File: config.mk
export PLATFORM = sky130hd
export DESIGN_NAME = controle_irrigacao_flat
export DESIGN_NICKNAME = d
export VERILOG_FILES = /design/src/rtl/controle_irrigacao_if.sv /design/src/rtl/controle_irrigacao.sv /design/src/flat_wrapper.sv
export SDC_FILE = /design/constraint.sdc
export NUM_CORES = 1
export LEC_CHECK = 0
export CORE_ASPECT_RATIO = 0.9
export CORE_UTILIZATION = 35
export DETAILED_ROUTE_END_ITERATION = 10
export HOLD_SLACK_MARGIN = 0.12
export PLACE_DENSITY = 0.5
export SYNTH_ARGS = -nofsm -noshare
export SYNTH_HDL_FRONTEND = slang
export SYNTH_SLANG_ARGS = --single-unit
export TNS_END_PERCENT = 20
File: constraint.sdc
create_clock -name clk -period 2.7 [get_ports clk]
set_input_delay 0.54 -clock clk [delete_from_list [all_inputs] [get_ports clk]]
set_output_delay 0.54 -clock clk [all_outputs]
set_load 0.01 [all_outputs]
File: src/rtl/controle_irrigacao_if.sv
// Sensor inputs and controller outputs of the irrigation controller.
// master drives the raw probes; slave is the controller.
interface controle_irrigacao_if;
  logic       highLevel;
  logic       mediumLevel;
  logic       lowLevel;
  logic       temperatura;
  logic       umidadeSolo;
  logic       umidadeAr;
  logic       alarme;
  logic       erro;
  logic       valvulaEntrada;
  logic       gotejamento;
  logic       aspersao;
  logic [2:0] estado;

  modport master (
    output highLevel, mediumLevel, lowLevel, temperatura, umidadeSolo, umidadeAr,
    input  alarme, erro, valvulaEntrada, gotejamento, aspersao, estado
  );

  modport slave (
    input  highLevel, mediumLevel, lowLevel, temperatura, umidadeSolo, umidadeAr,
    output alarme, erro, valvulaEntrada, gotejamento, aspersao, estado
  );
endinterface

File: src/rtl/controle_irrigacao.sv
// Irrigation controller: synchronized/debounced probes, timed drip/spray FSM, hysteretic inlet valve.
// Input-to-output latency DEBOUNCE_CYCLES+3 edges; no backpressure, all outputs registered or state-decoded.
module controle_irrigacao #(
  parameter int DEBOUNCE_CYCLES = 4,
  parameter int MIN_RUN         = 8,
  parameter int MAX_RUN         = 64,
  parameter int COOLDOWN        = 16
) (
  input  logic                  clk,
  input  logic                  rst_n,
  controle_irrigacao_if.slave   irr_io
);

  typedef enum logic [2:0] {
    ST_IDLE  = 3'd0,
    ST_DRIP  = 3'd1,
    ST_SPRAY = 3'd2,
    ST_COOL  = 3'd3,
    ST_FAULT = 3'd4
  } state_e;

  localparam logic [7:0]  DEB_LIM  = 8'(DEBOUNCE_CYCLES);
  localparam logic [15:0] MIN_LIM  = 16'(MIN_RUN - 1);
  localparam logic [15:0] MAX_LIM  = 16'(MAX_RUN - 1);
  localparam logic [15:0] COOL_LIM = 16'(COOLDOWN - 1);

  // Bit order {H, M, L, T, S, A}
  logic [5:0] raw;
  logic [5:0] sync1_q, sync2_q;
  logic [5:0] deb_q, deb_d;
  logic [7:0] dbc_q [6];
  logic [7:0] dbc_d [6];

  state_e      state_q, state_d;
  logic [15:0] cnt_q, cnt_d;
  logic        alarme_q, erro_q, valvula_q, valvula_d;

  logic h, m, l, t, s, a;
  logic err, alm, req_drip, req_spray;

  assign raw = {irr_io.highLevel, irr_io.mediumLevel, irr_io.lowLevel,
                irr_io.temperatura, irr_io.umidadeSolo, irr_io.umidadeAr};

  // Counter only advances while the synchronized value disagrees with the accepted one.
  always_comb begin
    deb_d = deb_q;
    for (int i = 0; i < 6; i++) begin
      dbc_d[i] = '0;
      if (sync2_q[i] != deb_q[i]) begin
        if (dbc_q[i] + 8'd1 == DEB_LIM) begin
          deb_d[i] = sync2_q[i];
        end else begin
          dbc_d[i] = dbc_q[i] + 8'd1;
        end
      end
    end
  end

  assign {h, m, l, t, s, a} = deb_q;

  assign err       = (h & ~m) | (m & ~l);
  assign alm       = err | ~l;
  assign req_drip  = ~s & a & (t | ~m);
  assign req_spray = ~s & ((~t & m) | ~a);

  always_comb begin
    valvula_d = valvula_q;
    if (err) begin
      valvula_d = 1'b0;
    end else if (!m) begin
      valvula_d = 1'b1;
    end else if (h) begin
      valvula_d = 1'b0;
    end
  end

  always_comb begin
    state_d = state_q;
    case (state_q)
      ST_IDLE: begin
        if (alm)            state_d = ST_FAULT;
        else if (req_drip)  state_d = ST_DRIP;
        else if (req_spray) state_d = ST_SPRAY;
      end
      ST_DRIP: begin
        if (alm)                                state_d = ST_FAULT;
        else if (cnt_q >= MAX_LIM)              state_d = ST_COOL;
        else if (cnt_q >= MIN_LIM && !req_drip) state_d = ST_COOL;
      end
      ST_SPRAY: begin
        if (alm)                                 state_d = ST_FAULT;
        else if (cnt_q >= MAX_LIM)               state_d = ST_COOL;
        else if (cnt_q >= MIN_LIM && !req_spray) state_d = ST_COOL;
      end
      ST_COOL: begin
        if (alm)                    state_d = ST_FAULT;
        else if (cnt_q >= COOL_LIM) state_d = ST_IDLE;
      end
      ST_FAULT: begin
        if (!alm) state_d = ST_COOL;
      end
      default: state_d = ST_FAULT;
    endcase
  end

  // Run counter restarts on every state entry and saturates instead of wrapping.
  always_comb begin
    cnt_d = cnt_q;
    if (state_d != state_q) begin
      cnt_d = '0;
    end else if (cnt_q != 16'hFFFF) begin
      cnt_d = cnt_q + 16'd1;
    end
  end

  always_ff @(posedge clk or negedge rst_n) begin
    if (!rst_n) begin
      sync1_q   <= '0;
      sync2_q   <= '0;
      deb_q     <= '0;
      for (int i = 0; i < 6; i++) dbc_q[i] <= '0;
      state_q   <= ST_IDLE;
      cnt_q     <= '0;
      alarme_q  <= 1'b0;
      erro_q    <= 1'b0;
      valvula_q <= 1'b0;
    end else begin
      sync1_q   <= raw;
      sync2_q   <= sync1_q;
      deb_q     <= deb_d;
      for (int i = 0; i < 6; i++) dbc_q[i] <= dbc_d[i];
      state_q   <= state_d;
      cnt_q     <= cnt_d;
      alarme_q  <= alm;
      erro_q    <= err;
      valvula_q <= valvula_d;
    end
  end

  assign irr_io.alarme         = alarme_q;
  assign irr_io.erro           = erro_q;
  assign irr_io.valvulaEntrada = valvula_q;
  assign irr_io.gotejamento    = (state_q == ST_DRIP);
  assign irr_io.aspersao       = (state_q == ST_SPRAY);
  assign irr_io.estado         = state_q;

endmodule

File: src/flat_wrapper.sv
// flat-port wrapper written by rule: the top's interface ports become plain ports
module controle_irrigacao_flat 
#(
  parameter int DEBOUNCE_CYCLES = 4,
  parameter int MIN_RUN         = 8,
  parameter int MAX_RUN         = 64,
  parameter int COOLDOWN        = 16
)
  (clk, rst_n, irr_io_highLevel, irr_io_mediumLevel, irr_io_lowLevel, irr_io_temperatura, irr_io_umidadeSolo, irr_io_umidadeAr, irr_io_alarme, irr_io_erro, irr_io_valvulaEntrada, irr_io_gotejamento, irr_io_aspersao, irr_io_estado);
  controle_irrigacao_if irr_io_i ();
  input  logic clk;
  input  logic rst_n;
  input wire logic [$bits(irr_io_i.highLevel)-1:0] irr_io_highLevel;
  input wire logic [$bits(irr_io_i.mediumLevel)-1:0] irr_io_mediumLevel;
  input wire logic [$bits(irr_io_i.lowLevel)-1:0] irr_io_lowLevel;
  input wire logic [$bits(irr_io_i.temperatura)-1:0] irr_io_temperatura;
  input wire logic [$bits(irr_io_i.umidadeSolo)-1:0] irr_io_umidadeSolo;
  input wire logic [$bits(irr_io_i.umidadeAr)-1:0] irr_io_umidadeAr;
  output wire logic [$bits(irr_io_i.alarme)-1:0] irr_io_alarme;
  output wire logic [$bits(irr_io_i.erro)-1:0] irr_io_erro;
  output wire logic [$bits(irr_io_i.valvulaEntrada)-1:0] irr_io_valvulaEntrada;
  output wire logic [$bits(irr_io_i.gotejamento)-1:0] irr_io_gotejamento;
  output wire logic [$bits(irr_io_i.aspersao)-1:0] irr_io_aspersao;
  output wire logic [$bits(irr_io_i.estado)-1:0] irr_io_estado;
  assign irr_io_i.highLevel = irr_io_highLevel;
  assign irr_io_i.mediumLevel = irr_io_mediumLevel;
  assign irr_io_i.lowLevel = irr_io_lowLevel;
  assign irr_io_i.temperatura = irr_io_temperatura;
  assign irr_io_i.umidadeSolo = irr_io_umidadeSolo;
  assign irr_io_i.umidadeAr = irr_io_umidadeAr;
  assign irr_io_alarme = irr_io_i.alarme;
  assign irr_io_erro = irr_io_i.erro;
  assign irr_io_valvulaEntrada = irr_io_i.valvulaEntrada;
  assign irr_io_gotejamento = irr_io_i.gotejamento;
  assign irr_io_aspersao = irr_io_i.aspersao;
  assign irr_io_estado = irr_io_i.estado;
  controle_irrigacao #(.DEBOUNCE_CYCLES(DEBOUNCE_CYCLES), .MIN_RUN(MIN_RUN), .MAX_RUN(MAX_RUN), .COOLDOWN(COOLDOWN)) u_core (.clk(clk), .rst_n(rst_n), .irr_io(irr_io_i));
endmodule
==> flow_metrics.env <==
export IMPL_status="complete, no violations"
export IMPL_clock_sinks=88
export IMPL_cp_top_family="simple AND/OR/NAND/NOR gates"
export IMPL_layout_area_seq_um2=2200
export IMPL_critPathRequiredTime_ns=2.93
export IMPL_critPathMaxStageDelay_ns=0.44
export IMPL_grt_total_usage_pct=14.3
export IMPL_synth_common_cells="dfrtp_1 (88), nor2_1 (60), nand3_1 (36), xnor2_1 (30), xor2_1 (26)"
export IMPL_slew_violations=0
export IMPL_max_slew_worst_pin_slew_ns=0.674
export IMPL_detail_route_first_pass_iterations=4
export IMPL_yosysWarnings=0
export IMPL_num_fill_cells=1201
export IMPL_initial_core_util_pct=36.1
export IMPL_worstReg2RegStart="u_core.cnt_q[0]"
export IMPL_drtIter0Drc=155
export IMPL_cts_max_path_buffers=2
export IMPL_gp_congestion=0.756
export IMPL_vias_per_cell=5.00
export IMPL_synth_edf_count=0
export IMPL_rows=38
export IMPL_final_core_util_pct=41.7
export IMPL_synth_top_area_share_pct=50.3
export IMPL_cts_buffers=9
export IMPL_clk_pin_slew_ns=0.06
export IMPL_drive_gt1_share_pct=8.69
export IMPL_multi_input_area_um2=2140
export IMPL_ant_nets=0
export IMPL_die_area_um2=13000
export IMPL_io_buffers=15
export IMPL_ys_ff_latch=88
export IMPL_slowest_stage="a311o_1"
export IMPL_cts_tree="done"
export IMPL_yosys_area_top_type="dfrtp_1"
export IMPL_grt_pass1_wl_um=14600
export IMPL_overflow=0
export IMPL_final_hold_viol_count=0
export IMPL_synth_async_sr_flop_share_pct=100
export IMPL_critPathCaptureType="flop"
export IMPL_drt_wl_total_um=8320
export IMPL_vias=3046
export IMPL_netlist_top_cells_area="dfrtp_1 (50%), xnor2_1 (6.0%), xor2_1 (5.2%)"
export IMPL_area_growth_pct=15.4
export IMPL_clock_skew_ns=0.00670
export IMPL_cap_violations=0
export IMPL_clk_latency_ns=0.34
export IMPL_route_detailed_drc=0
export IMPL_start_kind="flop"
export IMPL_netlist_area_um2=4380
export IMPL_netlist_instances=420
export IMPL_n_antenna_cell=0
export IMPL_ios=16
export IMPL_fin_crit_sh_pct=94.6
export IMPL_synthFlopType="dfrtp_1"
export IMPL_die_w_um=120
export IMPL_rsz0062_at_grt="false"
export IMPL_synth_cell_types=46
export IMPL_crit_buf_inv=1
export IMPL_postCtsSetupRepairBufs=0
export IMPL_hold_worst_slack_ns=0.196
export IMPL_yosys_cell_count_top_type="dfrtp_1"
export IMPL_synthesis_nets=440
export IMPL_post_route_min_period_ns=2.55
export IMPL_power_density_nw_per_um2=868
export IMPL_relSlewSlack_pct=54.8
export IMPL_synth_seq_area_share_pct=50.3
export IMPL_crit_start="u_core.cnt_q[0]"
export IMPL_crit_fanout=12
export IMPL_grt_pass1_vias=3050
export IMPL_max_freq_ghz=0.391
export IMPL_ir_worst_vdd_mv=0.489
export IMPL_die_h_um=108
export IMPL_path_class="reg2reg"
export IMPL_avgRoutedWirePerCell_um=13.7
export IMPL_crit_chain="ha_1 -> buf_4 -> nand3_1 -> nand4_1 -> or3_4 -> a311o_1 -> or2_4 -> nor4_1"
export IMPL_antenna_found_initial=0
export IMPL_htreeDepth=3
export IMPL_cts_root_buf="clkbuf_16"
export IMPL_setup_violations=0
export IMPL_grt_start_max_net_pins=47
export IMPL_dpl_hpwl_um=5730
export IMPL_arrival_ns=2.79
export IMPL_coreArea_um2=12100
export IMPL_hp_class="in2async"
export IMPL_cts_hold_fix_buffers=0
export IMPL_power_leakage_nw=2.11
export IMPL_nets=465
export IMPL_syn_area_per_cell_um2=10.4
placed cells by master, fill, tap and decap left out, types with 10 or more instances in the layout:
master and instances:
ha_1 12, nand2b_1 16, xnor2_1 30, xor2_1 25
nand2_1 25, nand3_1 36, clkdlybuf4s50_1 14, o21ai_0 12
nor2_1 60, dfrtp_1 88, and3_1 10, nor3_1 15
worst paths after layout:
kind	slack (ns)	depth (start not counted)	endpoint
worst max-delay path	0.15	8	u_core.cnt_q[7]
worst min-delay path	0.20	1	u_core.dbc_q[18]
worst max register to register	0.15	8	u_core.cnt_q[7]
worst min register to register	0.35	0	u_core.sync2_q[2]
max in group asynchronous	1.86	2	u_core.dbc_q[45]
min in group clk	0.35	0	u_core.sync2_q[2]
per-layer routing:
layer  wire length, um  GRT usage [%]  vias up
met1              4250           19.0     1486
met3               293           4.06       10
met5                 0              0        -
met2              3690           22.6       35
met4                84           4.29        0
li1                  -              -     1515
registers in the layout, indices dropped and copies added (netlist names):
register / flops
u_core.dbc_q: 48
u_core.cnt_q: 16
u_core.deb_q: 6
u_core.sync1_q: 6
u_core.sync2_q: 6
u_core.irr_io.estado: 3
u_core.irr_io.alarme: 1
u_core.irr_io.erro: 1
u_core.irr_io.valvulaEntrada: 1
layout make-up:
type	instances	share of cell area [%]
Clock buffer	12	4.88
Clock inverter	3	0.842
Inverter	4	0.297
Multi-Input combinational cell	321	42.3
Sequential cell	88	43.6
Tap cell	160	3.96
Timing Repair Buffer	21	4.06
worst reg2reg max path: stages (launching register included):
cell and delay [ns]:
dfrtp_1 0.41, ha_1 0.24, buf_4 0.16, nand3_1 0.09
nand4_1 0.10, or3_4 0.38, a311o_1 0.44, or2_4 0.35
nor4_1 0.28
where the power goes:
group	switching, W	internal [W]
Combinational	0.000761	0.000559
Clock	0.000497	0.000737
Sequential	0.000292	0.00154
metrics by stage:
stage / cells / setup slack, ns / TNS [ns] / power, W / area, um^2
final: 609 / 0.145 / 0 / 0.00438 / 5050
after global routing: 609 / 0.0122 / 0 / 0.00469 / 5050
after CTS: 609 / 0.128 / 0 / 0.00445 / 5040
after detailed placement: 594 / -0.169 / -1.47 / 0.00317 / 4740
after global placement: 594 / -0.0991 / -0.955 / 0.00315 / 4740
after floorplan: 420 / 0.297 / 0 / 0.00277 / 4380
cell families after synthesis:
logic type | share of synthesized area, %
flops | 50.3
fa+ha+maj | 3.43
buf+inv | 1.23
mux | 3.00
simple gates | 24.4
xor+xnor | 11.2
compound gates | 6.41
timing repair:
item	in CTS	in global routing
gates resized for setup	1	1
setup endpoints to repair	12	12
endpoints found under the hold margin	0	0
No activity file was read; power rests on OpenSTA's default activity.
